<file path="src/rtl/input_conditioner_pkg.sv">
// Shared definitions for the switch/button input conditioner: debounce cell state
// encodings and default timing constants for the 50 MHz board clock.
package input_conditioner_pkg;

  typedef enum logic [1:0] {
    STABLE_LO = 2'b00,
    WAIT_HI   = 2'b01,
    STABLE_HI = 2'b10,
    WAIT_LO   = 2'b11
  } db_state_e;

  // 10 ms of stable input at 50 MHz before a level change is accepted
  localparam int unsigned DEF_DEBOUNCE_CYCLES = 500000;
  localparam int unsigned DEF_CNT_W           = 20;
  // 0.5 s auto-repeat period at 50 MHz
  localparam int unsigned DEF_REPEAT_CYCLES   = 25000000;

endpackage

</file>
<file path="src/rtl/input_conditioner_debounce_cell.sv">
// One debounce channel: 2-flop synchroniser followed by a four-state debounce FSM.
// The level output changes only when the synchronised input has held for DEBOUNCE_CYCLES.
module debounce_cell
  import input_conditioner_pkg::*;
#(
  parameter int unsigned DEBOUNCE_CYCLES = DEF_DEBOUNCE_CYCLES,
  parameter int unsigned CNT_W           = DEF_CNT_W
) (
  input  logic clk,
  input  logic rst_n,
  input  logic din,
  output logic level
);

  localparam logic [CNT_W-1:0] CNT_LAST = CNT_W'(DEBOUNCE_CYCLES - 1);

  logic [1:0]       sync_q, sync_d;
  db_state_e        state_q, state_d;
  logic [CNT_W-1:0] cnt_q, cnt_d;
  logic             level_q, level_d;
  logic             sample;

  assign sample = sync_q[1];
  assign level  = level_q;

  always_comb begin
    sync_d  = {sync_q[0], din};
    state_d = state_q;
    cnt_d   = cnt_q;
    level_d = level_q;
    case (state_q)
      STABLE_LO: begin
        if (sample) begin
          state_d = WAIT_HI;
          cnt_d   = '0;
        end
      end
      WAIT_HI: begin
        if (!sample) begin
          state_d = STABLE_LO;
          cnt_d   = '0;
        end else if (cnt_q == CNT_LAST) begin
          state_d = STABLE_HI;
          level_d = 1'b1;
          cnt_d   = '0;
        end else begin
          cnt_d = cnt_q + CNT_W'(1);
        end
      end
      STABLE_HI: begin
        if (!sample) begin
          state_d = WAIT_LO;
          cnt_d   = '0;
        end
      end
      WAIT_LO: begin
        if (sample) begin
          state_d = STABLE_HI;
          cnt_d   = '0;
        end else if (cnt_q == CNT_LAST) begin
          state_d = STABLE_LO;
          level_d = 1'b0;
          cnt_d   = '0;
        end else begin
          cnt_d = cnt_q + CNT_W'(1);
        end
      end
      default: begin
        state_d = STABLE_LO;
        cnt_d   = '0;
        level_d = 1'b0;
      end
    endcase
  end

  always_ff @(posedge clk or negedge rst_n) begin
    if (!rst_n) begin
      sync_q  <= '0;
      state_q <= STABLE_LO;
      cnt_q   <= '0;
      level_q <= 1'b0;
    end else begin
      sync_q  <= sync_d;
      state_q <= state_d;
      cnt_q   <= cnt_d;
      level_q <= level_d;
    end
  end

endmodule

</file>
<file path="src/rtl/input_conditioner.sv">
// Switch/button front end: debounced switch level, one-cycle step per button press and a
// wrapping press counter. Define AUTO_REPEAT_EN to add periodic steps while the button is held.
module input_conditioner
  import input_conditioner_pkg::*;
#(
  parameter int unsigned DEBOUNCE_CYCLES = DEF_DEBOUNCE_CYCLES,
  parameter int unsigned CNT_W           = DEF_CNT_W,
  parameter bit          BTN_ACTIVE_LOW  = 1'b1,
  parameter int unsigned REPEAT_CYCLES   = DEF_REPEAT_CYCLES
) (
  input  logic       clk,
  input  logic       reset,
  input  logic       sw_raw,
  input  logic       btn_raw,
  output logic       in_clean,
  output logic       btn_level,
  output logic       step,
  output logic [7:0] press_count
);

  logic       btn_norm;
  logic       btn_prev_q, btn_prev_d;
  logic       step_q, step_d;
  logic [7:0] press_count_q, press_count_d;
  logic       press_edge;
  logic       rep_fire;

  // Normalise before synchronising so both cells see 1 = active
  assign btn_norm = BTN_ACTIVE_LOW ? ~btn_raw : btn_raw;

  debounce_cell #(
    .DEBOUNCE_CYCLES(DEBOUNCE_CYCLES),
    .CNT_W          (CNT_W)
  ) u_sw_cell (
    .clk  (clk),
    .rst_n(reset),
    .din  (sw_raw),
    .level(in_clean)
  );

  debounce_cell #(
    .DEBOUNCE_CYCLES(DEBOUNCE_CYCLES),
    .CNT_W          (CNT_W)
  ) u_btn_cell (
    .clk  (clk),
    .rst_n(reset),
    .din  (btn_norm),
    .level(btn_level)
  );

  assign press_edge = btn_level & ~btn_prev_q;

`ifdef AUTO_REPEAT_EN
  localparam int unsigned      REP_W    = (REPEAT_CYCLES > 1) ? $clog2(REPEAT_CYCLES) : 1;
  localparam logic [REP_W-1:0] REP_LAST = REP_W'(REPEAT_CYCLES - 1);

  logic [REP_W-1:0] rep_q, rep_d;

  // Timer restarts with the press step so repeats land every REPEAT_CYCLES after it
  always_comb begin
    rep_d    = rep_q;
    rep_fire = 1'b0;
    if (!btn_level || press_edge) begin
      rep_d = '0;
    end else if (rep_q == REP_LAST) begin
      rep_d    = '0;
      rep_fire = 1'b1;
    end else begin
      rep_d = rep_q + REP_W'(1);
    end
  end

  always_ff @(posedge clk or negedge reset) begin
    if (!reset) begin
      rep_q <= '0;
    end else begin
      rep_q <= rep_d;
    end
  end
`else
  logic unused_repeat;

  assign rep_fire      = 1'b0;
  assign unused_repeat = ^REPEAT_CYCLES;
`endif

  always_comb begin
    btn_prev_d    = btn_level;
    step_d        = press_edge | rep_fire;
    press_count_d = press_count_q + {7'd0, step_d};
  end

  always_ff @(posedge clk or negedge reset) begin
    if (!reset) begin
      btn_prev_q    <= 1'b0;
      step_q        <= 1'b0;
      press_count_q <= '0;
    end else begin
      btn_prev_q    <= btn_prev_d;
      step_q        <= step_d;
      press_count_q <= press_count_d;
    end
  end

  assign step        = step_q;
  assign press_count = press_count_q;

endmodule

</file>
<file path="config.mk">
export PLATFORM = sky130hd
export DESIGN_NAME = input_conditioner
export DESIGN_NICKNAME = d
export VERILOG_FILES = /design/src/rtl/input_conditioner_pkg.sv /design/src/rtl/input_conditioner_debounce_cell.sv /design/src/rtl/input_conditioner.sv
export SDC_FILE = /design/constraint.sdc
export NUM_CORES = 1
export LEC_CHECK = 0
export BUFFER_PORTS_ARGS = -buffer_cell sky130_fd_sc_hd__buf_2
export CAP_MARGIN = 40
export CELL_PAD_IN_SITES_DETAIL_PLACEMENT = 0
export CELL_PAD_IN_SITES_GLOBAL_PLACEMENT = 1
export CORE_ASPECT_RATIO = 0.8
export CORE_UTILIZATION = 52
export CTS_CLUSTER_DIAMETER = 150
export DETAILED_ROUTE_END_ITERATION = 10
export GPL_TIMING_DRIVEN = 0
export MAX_ROUTING_LAYER = met4
export PLACE_DENSITY_LB_ADDON = 0.1
export SETUP_SLACK_MARGIN = 0.05
export SLEW_MARGIN = 20
export SYNTH_ARGS = -nofsm -noshare
export SYNTH_HDL_FRONTEND = slang
export SYNTH_SLANG_ARGS = --single-unit
</file>
<file path="constraint.sdc">
create_clock -name clk -period 3.51 [get_ports clk]
set_input_delay 0.5265 -clock clk [delete_from_list [all_inputs] [get_ports clk]]
set_output_delay 0.5265 -clock clk [all_outputs]
set_load 0.005 [all_outputs]
</file>
==> results of run 1 <==
how the worst max path moves through the flow:
stage,endpoint,slack (ns)
floorplan,u_btn_cell.cnt_q[16]$_DFFE_PN0P_,1.70
global placement,u_btn_cell.cnt_q[16]$_DFFE_PN0P_,1.48
detailed placement,u_btn_cell.cnt_q[11]$_DFFE_PN0P_,1.47
CTS,u_btn_cell.cnt_q[11]$_DFFE_PN0P_,1.45
global route,u_btn_cell.cnt_q[13]$_DFFE_PN0P_,1.22
finish,u_btn_cell.cnt_q[15]$_DFFE_PN0P_,1.43
kinds of logic (layout without fill, tap and decap cells):
logic type / after synthesis / in the layout / synth area share (%)
AO/OA/AOI/OAI: 71 / 71 / 14.6
buffers and inverters: 22 / 51 / 3.67
flip-flops: 60 / 60 / 48.4
AND/OR/NAND/NOR: 138 / 138 / 25.7
XOR/XNOR: 12 / 12 / 3.39
multiplexers: 7 / 7 / 2.62
adder cells (fa/ha/maj): 4 / 4 / 1.61
synthesized netlist by cell type (7+ instances only):
cell / instances / area (um2)
sky130_fd_sc_hd__a21o_1: 10 / 75.1
sky130_fd_sc_hd__a21oi_1: 15 / 75.1
sky130_fd_sc_hd__dfrtp_1: 60 / 1500
sky130_fd_sc_hd__inv_1: 11 / 41.3
sky130_fd_sc_hd__nand2_1: 29 / 109
sky130_fd_sc_hd__nand3_1: 21 / 105
sky130_fd_sc_hd__nand4_1: 14 / 87.6
sky130_fd_sc_hd__nor2_1: 11 / 41.3
sky130_fd_sc_hd__nor3_1: 11 / 55.1
sky130_fd_sc_hd__nor4_1: 11 / 68.8
sky130_fd_sc_hd__o21ai_0: 21 / 105
sky130_fd_sc_hd__o21ai_1: 9 / 45.0
sky130_fd_sc_hd__or3_1: 7 / 43.8
sky130_fd_sc_hd__xor2_1: 8 / 70.1
power breakdown:
group | internal, mW | switching [mW] | total [mW]
logic | 0.210 | 0.376 | 0.587
registers | 0.742 | 0.0545 | 0.796
clock network | 0.383 | 0.253 | 0.636
critical path, stage by stage (launching register included):
cell and delay, ns:
sky130_fd_sc_hd__dfrtp_1 0.44, sky130_fd_sc_hd__ha_1 0.25, sky130_fd_sc_hd__and4_1 0.28, sky130_fd_sc_hd__nand4_1 0.12
sky130_fd_sc_hd__o31ai_2 0.23, sky130_fd_sc_hd__buf_4 0.22, sky130_fd_sc_hd__buf_4 0.20, sky130_fd_sc_hd__nor3_1 0.07
sky130_fd_sc_hd__a21o_1 0.15
area by class of cell:
class / count / share of cell area, %
clock buffer: 14 / 4.97
inverter: 11 / 1.19
multi-input combinational: 232 / 42.8
timing repair buffer: 14 / 2.09
buffer: 11 / 2.09
clock inverter: 1 / 0.865
tap: 78 / 2.81
sequential: 60 / 43.2
stage by stage:
step | total power [mW] | setup slack (ns)
after floorplan | 1.22 | 1.70
after global placement | 1.38 | 1.48
after detailed placement | 1.39 | 1.47
after CTS | 2.03 | 1.45
after global routing | 2.14 | 1.22
final | 2.02 | 1.43
registers in the layout, indices dropped and copies added (netlist names), named ones only:
register,cells
u_btn_cell.state_q,1
u_sw_cell.sync_q,2
u_btn_cell.level,1
press_count,8
u_sw_cell.state_q,1
u_btn_cell.cnt_q,20
u_sw_cell.level,1
u_btn_cell.sync_q,2
btn_prev_q,1
u_sw_cell.cnt_q,20
step,1
layer usage:
| metal | GRT usage, % | wire length [um] | vias to the layer above |
|---|---|---|---|
| met5 | - | 0 | - |
| met4 | 8.78 | 89 | 0 |
| met3 | 6.65 | 377 | 8 |
| met2 | 31.0 | 2580 | 65 |
| met1 | 38.2 | 3480 | 1182 |
| li1 | - | - | 1222 |
==> metrics.txt, run 1 <==
grt total ovfl 0; starting density of the core 55.5%; number of distinct library cell variants in the gate-level netlist after synthesis 52; syn_nets 322; Post-Syn Instances 314; diode count 0; Pins Over Slew Limit 0; Yosys warning count 0; first-pass GRT wire length 11300 um; register-to-register path setup slack 1.43 ns; fraction of layout cells with a size suffix above 1 15.5%; Pre-Repair DR Iteration Count 4; count of flip-flops with a built-in enable after synthesis 0; count of placed standard cells including taps 406; number of maximum-capacitance constraint violations 0; area added between synthesis and finish 12.0%; GRT Resource Usage Total 24.9%; maximum clock rate 481 MHz; most used flip-flop cell after synthesis sky130_fd_sc_hd__dfrtp_1; data required time at the worst endpoint 3.74 ns; final weighted congestion in routability-driven placement 0.871; CTS buffer count 9; post-synthesis instance area 3100 um2; maximum clock path buffer count 2; final hold violations 0; RSZ-0062 raised after global routing false; share of synthesized area occupied by flip-flops and latches 48.4%; number of buffers inserted by post-CTS setup repair 0; time the final worst path needs with I/O delays and setup 2.08 ns; end of the worst register-to-register path u_btn_cell.cnt_q[15]$_DFFE_PN0P_; TNS Setup 0 ns; Via-to-Cell Ratio 5.88; reg2reg path depth 8; startpoint type of the worst setup path flop; Layout Nets 347; hold_ws 0.252 ns; total power density per cell area 581 nW/um2; quantity of gates resized following cts 0; Clock Sink Count 60; clock latency at the later pin of the worst-skew pair 0.34 ns; LEAKAGE 1.60 nW; Crit Path Max Fanout 10; commonest non-fill, non-tap cell in the layout sky130_fd_sc_hd__dfrtp_1; Filler Cell Count 468; Slew headroom 50.2%; largest net degree at the start of global routing 61; post-detail-place hpwl 4500 um; Area after DPL 3270 um2; share of the clock period used by the worst path after layout 59.2%; 1st-iter DRT viols 145; clock slew at the register clock pins of the worst setup and hold paths 0.07 ns; Root Buffer Master sky130_fd_sc_hd__clkbuf_8; average instance area after synthesis 9.87 um2; reg2reg start u_btn_cell.cnt_q[0]$_DFFE_PN0P_; initial antenna violation count 0; post-layout instance count excluding filler cells 421; most frequent cells in the layout sky130_fd_sc_hd__dfrtp_1 (60), sky130_fd_sc_hd__nand2_1 (29), sky130_fd_sc_hd__nand3_1 (21), sky130_fd_sc_hd__o21ai_0 (21), sky130_fd_sc_hd__buf_2 (17); Core ar. 5590 um2; register bit count reported by yosys 60; Clock Skews 0.0111 ns; Worst setup EP type flop; final routed DRC violation total 0; pin slew with the least headroom to its limit 0.747 ns; worst min-delay path category input port to asynchronous set/reset pin; sequential cell area 1500 um2; VDD IR-drop max 0.436 mV; Final Setup Violations 0; ANT nets after route 0; kind of critical path flop to flop; vias in the first global route 2304; worst setup path startpoint u_btn_cell.cnt_q[0]$_DFFE_PN0P_; Final Cell Area 3470 um2; Top Ports 15; post-route core utilization 62.2%; vertical die dimension 71.1 um; cts hold-fix bufs 0; horizontal extent of the die 88.3 um; # rows 24; status finished, final reports clean; total detailed-routing wirelength 6520 um; clock tree from TritonCTS built; H-tree depth 3; number of buffers inserted by port buffering 14; Die Area 6280 um2; per-cell routed wire length 15.5 um; DR vias 2477; share of async-settable or async-resettable flops after synthesis 100%; data arrival at the endpoint of the critical path 2.31 ns; Multi-input gate area 1490 um2
Note: power is estimated with default switching activity, not from simulation.
==> inputs of run 2 (changes only) <==
Settings changed: ABC_AREA set to 1, CORE_UTILIZATION 52 to 41.
Clock period 3.51 ns to 1.7 ns, I/O delays scaled along.
==> metrics.txt, run 2 <==
status finished, final reports clean (unchanged); maximum clock path buffer count 2 (unchanged); Layout Nets 513 (was 347); most heavily used metal layer in global routing met1 (unchanged); horizontal extent of the die 104 um (was 88.3 um); Slew headroom 80.7% (was 50.2%); commonest non-fill, non-tap cell in the layout sky130_fd_sc_hd__nand2_1 (was sky130_fd_sc_hd__dfrtp_1); most frequent cells in the layout sky130_fd_sc_hd__nand2_1 (167), sky130_fd_sc_hd__dfrtp_1 (56), sky130_fd_sc_hd__inv_1 (52) (was sky130_fd_sc_hd__dfrtp_1 (60), sky130_fd_sc_hd__nand2_1 (29), sky130_fd_sc_hd__nand3_1 (21), sky130_fd_sc_hd__o21ai_0 (21), sky130_fd_sc_hd__buf_2 (17)); Critical Path, Cell by Cell ha_4 > nand2_2 > nor2_4 > nand3_1 > nand2_4 > nand2_1 > nand2_1 > nand2_1 (was ha_1 > and4_1 > nand4_1 > o31ai_2 > buf_4 > buf_4 > nor3_1 > a21o_1); met1 track utilization from global routing 31.6% (was 38.2%); total power density per cell area 999 nW/um2 (was 581 nW/um2); initial antenna violation count 0 (unchanged); vertical die dimension 83.8 um (was 71.1 um); H-tree depth 3 (unchanged); number of maximum-capacitance constraint violations 0 (unchanged); Die Area 8740 um2 (was 6280 um2); number of cells traversed by the worst hold path 2; DR vias 2965 (was 2477); worst min-delay path category input port to flop (was input port to asynchronous set/reset pin); Clock Sink Count 60 (unchanged); post-detail-place hpwl 5870 um (was 4500 um); power consumption 4.00 mW (was 2.02 mW); count of flip-flops with a built-in enable after synthesis 0 (unchanged); number of distinct library cell variants in the gate-level netlist after synthesis 27 (was 52); 1st-iter DRT viols 154 (was 145); maximum clock rate 640 MHz (was 481 MHz); CTS buffer count 9 (unchanged); clock latency at the later pin of the worst-skew pair 0.35 ns (was 0.34 ns); register bit count reported by yosys 60 (unchanged); Crit Path Max Fanout 10 (unchanged); post-layout instance count excluding filler cells 617 (was 421); Pins Over Slew Limit 0 (unchanged); # rows 29 (was 24); largest net degree at the start of global routing 61 (unchanged); reg2reg path depth 8 (unchanged); commonest cells in the netlist sky130_fd_sc_hd__nand2_1 (167), sky130_fd_sc_hd__dfrtp_1 (60), sky130_fd_sc_hd__inv_1 (52) (was sky130_fd_sc_hd__dfrtp_1 (60), sky130_fd_sc_hd__nand2_1 (29), sky130_fd_sc_hd__nand3_1 (21), sky130_fd_sc_hd__o21ai_0 (21), sky130_fd_sc_hd__a21oi_1 (15)); sequential cell area 1510 um2 (was 1500 um2); GRT Resource Usage Total 21.0% (was 24.9%); time the final worst path needs with I/O delays and setup 1.56 ns (was 2.08 ns); clock slew at the register clock pins of the worst setup and hold paths 0.07 ns (about the same); most frequent cell on the critical path sky130_fd_sc_hd__nand2_1 (was sky130_fd_sc_hd__buf_4); Core ar. 8020 um2 (was 5590 um2); final hold violations 0 (unchanged); first-pass GRT wire length 13900 um (was 11300 um); most used flip-flop cell after synthesis sky130_fd_sc_hd__dfrtp_1 (unchanged); total detailed-routing wirelength 8110 um (was 6520 um); Filler Cell Count 812 (was 468); pin slew with the least headroom to its limit 0.289 ns (was 0.747 ns); fraction of layout cells with a size suffix above 1 14.5% (was 15.5%); clock tree from TritonCTS built (unchanged); most repeated cell in the gate-level netlist after synthesis sky130_fd_sc_hd__nand2_1 (was sky130_fd_sc_hd__dfrtp_1); average instance area after synthesis 7.31 um2 (was 9.87 um2); starting density of the core 42.8% (was 55.5%); largest cells by area after synthesis sky130_fd_sc_hd__dfrtp_1 (44%), sky130_fd_sc_hd__nand2_1 (18%), sky130_fd_sc_hd__nand3_1 (6.9%), sky130_fd_sc_hd__inv_1 (5.7%), sky130_fd_sc_hd__nor2_1 (5.0%) (was sky130_fd_sc_hd__dfrtp_1 (48%), sky130_fd_sc_hd__nand2_1 (3.5%), sky130_fd_sc_hd__nand3_1 (3.4%), sky130_fd_sc_hd__o21ai_0 (3.4%), sky130_fd_sc_hd__nand4_1 (2.8%)); Pre-Repair DR Iteration Count 5 (was 4); ANT nets after route 0 (unchanged); per-cell routed wire length 13.1 um (was 15.5 um); fraction of met2 tracks used by global routing 27.5% (was 31.0%); post-synthesis instance area 3430 um2 (was 3100 um2); Final Setup Violations 0 (unchanged); count of placed standard cells including taps 591 (was 406); Root Buffer Master sky130_fd_sc_hd__clkbuf_8 (unchanged); reg2reg start u_sw_cell.cnt_q[1]$_DFFE_PN0P_ (was u_btn_cell.cnt_q[0]$_DFFE_PN0P_); share of synthesized area occupied by flip-flops and latches 43.8% (was 48.4%); Worst setup EP type flop (unchanged); register-to-register path setup slack 0.14 ns (was 1.43 ns); share of async-settable or async-resettable flops after synthesis 100% (unchanged); hold_ws 0.0665 ns (was 0.252 ns); data arrival at the endpoint of the critical path 1.79 ns (was 2.31 ns); fraction of post-synthesis cell area in the top cell type by area 43.8% (was 48.4%); RSZ-0062 raised after global routing true (was false); data required time at the worst endpoint 1.93 ns (was 3.74 ns); met3 layer usage reported by global route 5.23% (was 6.65%); startpoint type of the worst setup path flop (unchanged); terminating pin of the worst hold path u_btn_cell.sync_q[0]$_DFF_PN0_; Multi-input gate area 1710 um2 (was 1490 um2); syn_nets 477 (was 322); final routed DRC violation total 0 (unchanged); VDD IR-drop max 0.799 mV (was 0.436 mV); area added between synthesis and finish 16.9% (was 12.0%); Clock Skews 0.0102 ns (was 0.0111 ns); grt total ovfl 0 (unchanged); Top Ports 15 (unchanged); diode count 0 (unchanged); Hold Path Origin btn_raw; post-route core utilization 50.0% (was 62.2%); final weighted congestion in routability-driven placement 0.850 (was 0.871); LEAKAGE 1.88 nW (was 1.60 nW); Via-to-Cell Ratio 4.81 (was 5.88); slowest library cell on the worst path sky130_fd_sc_hd__dfrtp_1 (unchanged); Yosys warning count 0 (unchanged); number of buffers inserted by port buffering 14 (unchanged); Post-Syn Instances 469 (was 314); cell accounting for the most synthesized area sky130_fd_sc_hd__dfrtp_1 (unchanged); highest cell delay on the worst timing path 0.44 ns (about the same); vias in the first global route 2780 (was 2304); kind of critical path flop to flop (unchanged); share of the clock period used by the worst path after layout 92.0% (was 59.2%)
## run 2: changes by cell type after synthesis, moves of 8 or more
cell,previous run,this run
sky130_fd_sc_hd__nand2_1,29,167
sky130_fd_sc_hd__inv_1,11,52
sky130_fd_sc_hd__nor2_1,11,46
sky130_fd_sc_hd__nand3_1,21,47
sky130_fd_sc_hd__a21oi_1,15,4
sky130_fd_sc_hd__nor4_1,11,0
sky130_fd_sc_hd__a21o_1,10,0
sky130_fd_sc_hd__nand4_1,14,4
sky130_fd_sc_hd__o21ai_1,9,1
sky130_fd_sc_hd__o22ai_1,0,8
## run 2: repair_timing
item / CTS / global route
gates resized for setup: 4 / 8
buffers inserted: 1 / 7
endpoints found under the hold margin: 0 / 16
hold buffers: 0 / 2
endpoints found under the setup margin: 39 / 33
pin swaps: 0 / 2
## run 2: layout make-up
| cell class | count | area share [%] |
|---|---|---|
| timing repair buffer | 25 | 4.49 |
| buffer | 5 | 1.06 |
| multi-input combinational | 349 | 42.8 |
| clock inverter | 4 | 1.81 |
| sequential | 60 | 37.6 |
| tap | 108 | 3.37 |
| inverter | 55 | 5.15 |
| clock buffer | 11 | 3.78 |
## run 2: cells by family after synthesis
family                   synth area share (%)
adder cells (fa/ha/maj)                  1.46
buffers and inverters                    7.26
AO/OA/AOI/OAI                            5.80
XOR/XNOR                                 4.82
flip-flops                               43.8
AND/OR/NAND/NOR                          36.9
## run 2: how the worst max path moves through the flow
| stage | startpoint | endpoint | slack [ns] | cells past startpoint |
|---|---|---|---|---|
| global route | u_btn_cell.level$_DFFE_PN0P_ | press_count[7]$_DFF_PN0_ | 0.05 | 7 |
| detailed placement | u_sw_cell.cnt_q[0]$_DFFE_PN0P_ | flop | -0.05 | 8 |
| floorplan | u_sw_cell.cnt_q[0]$_DFFE_PN0P_ | u_sw_cell.cnt_q[16]$_DFFE_PN0P_ | 0.25 | 9 |
| global placement | u_btn_cell.cnt_q[0]$_DFFE_PN0P_ | u_btn_cell.cnt_q[14]$_DFFE_PN0P_ | -0.04 | 7 |
| CTS | u_sw_cell.cnt_q[0]$_DFFE_PN0P_ | u_sw_cell.cnt_q[16]$_DFFE_PN0P_ | 0.1 | 9 |
| finish | u_sw_cell.cnt_q[1]$_DFFE_PN0P_ | flop | 0.14 | 8 |
## run 2: stage by stage
stage / setup slack [ns] / setup TNS (ns) / area, um2
floorplan: 0.247 / 0 / 3430
global placement: -0.0352 / -0.410 / 3630
detailed placement: -0.0468 / -0.305 / 3640
CTS: 0.0984 / 0 / 3890
global route: 0.0464 / 0 / 4010
finish: 0.137 / 0 / 4010
## run 2: per-layer routing
metal / wire [um] / share of wire (%) / up-vias
li1: - / - / 1547
met4: 69 / 0.85 / 0
met1: 4570 / 56 / 1378
met2: 3240 / 40 / 35
met3: 237 / 2.9 / 5
met5: 0 / 0 / -
## run 2: where the power goes
group	total [mW]	internal [mW]	switching (mW)
Combinational	0.888	0.317	0.571
Sequential	1.63	1.53	0.107
Clock	1.48	0.895	0.588
## run 2: worst max-delay path, delay by kind of cell (launching register included)
| family | cells | cell delay, ns |
|---|---|---|
| and+or+nand+nor | 7 | 0.81 |
| adders and majority gates | 1 | 0.20 |
| DFF | 1 | 0.44 |
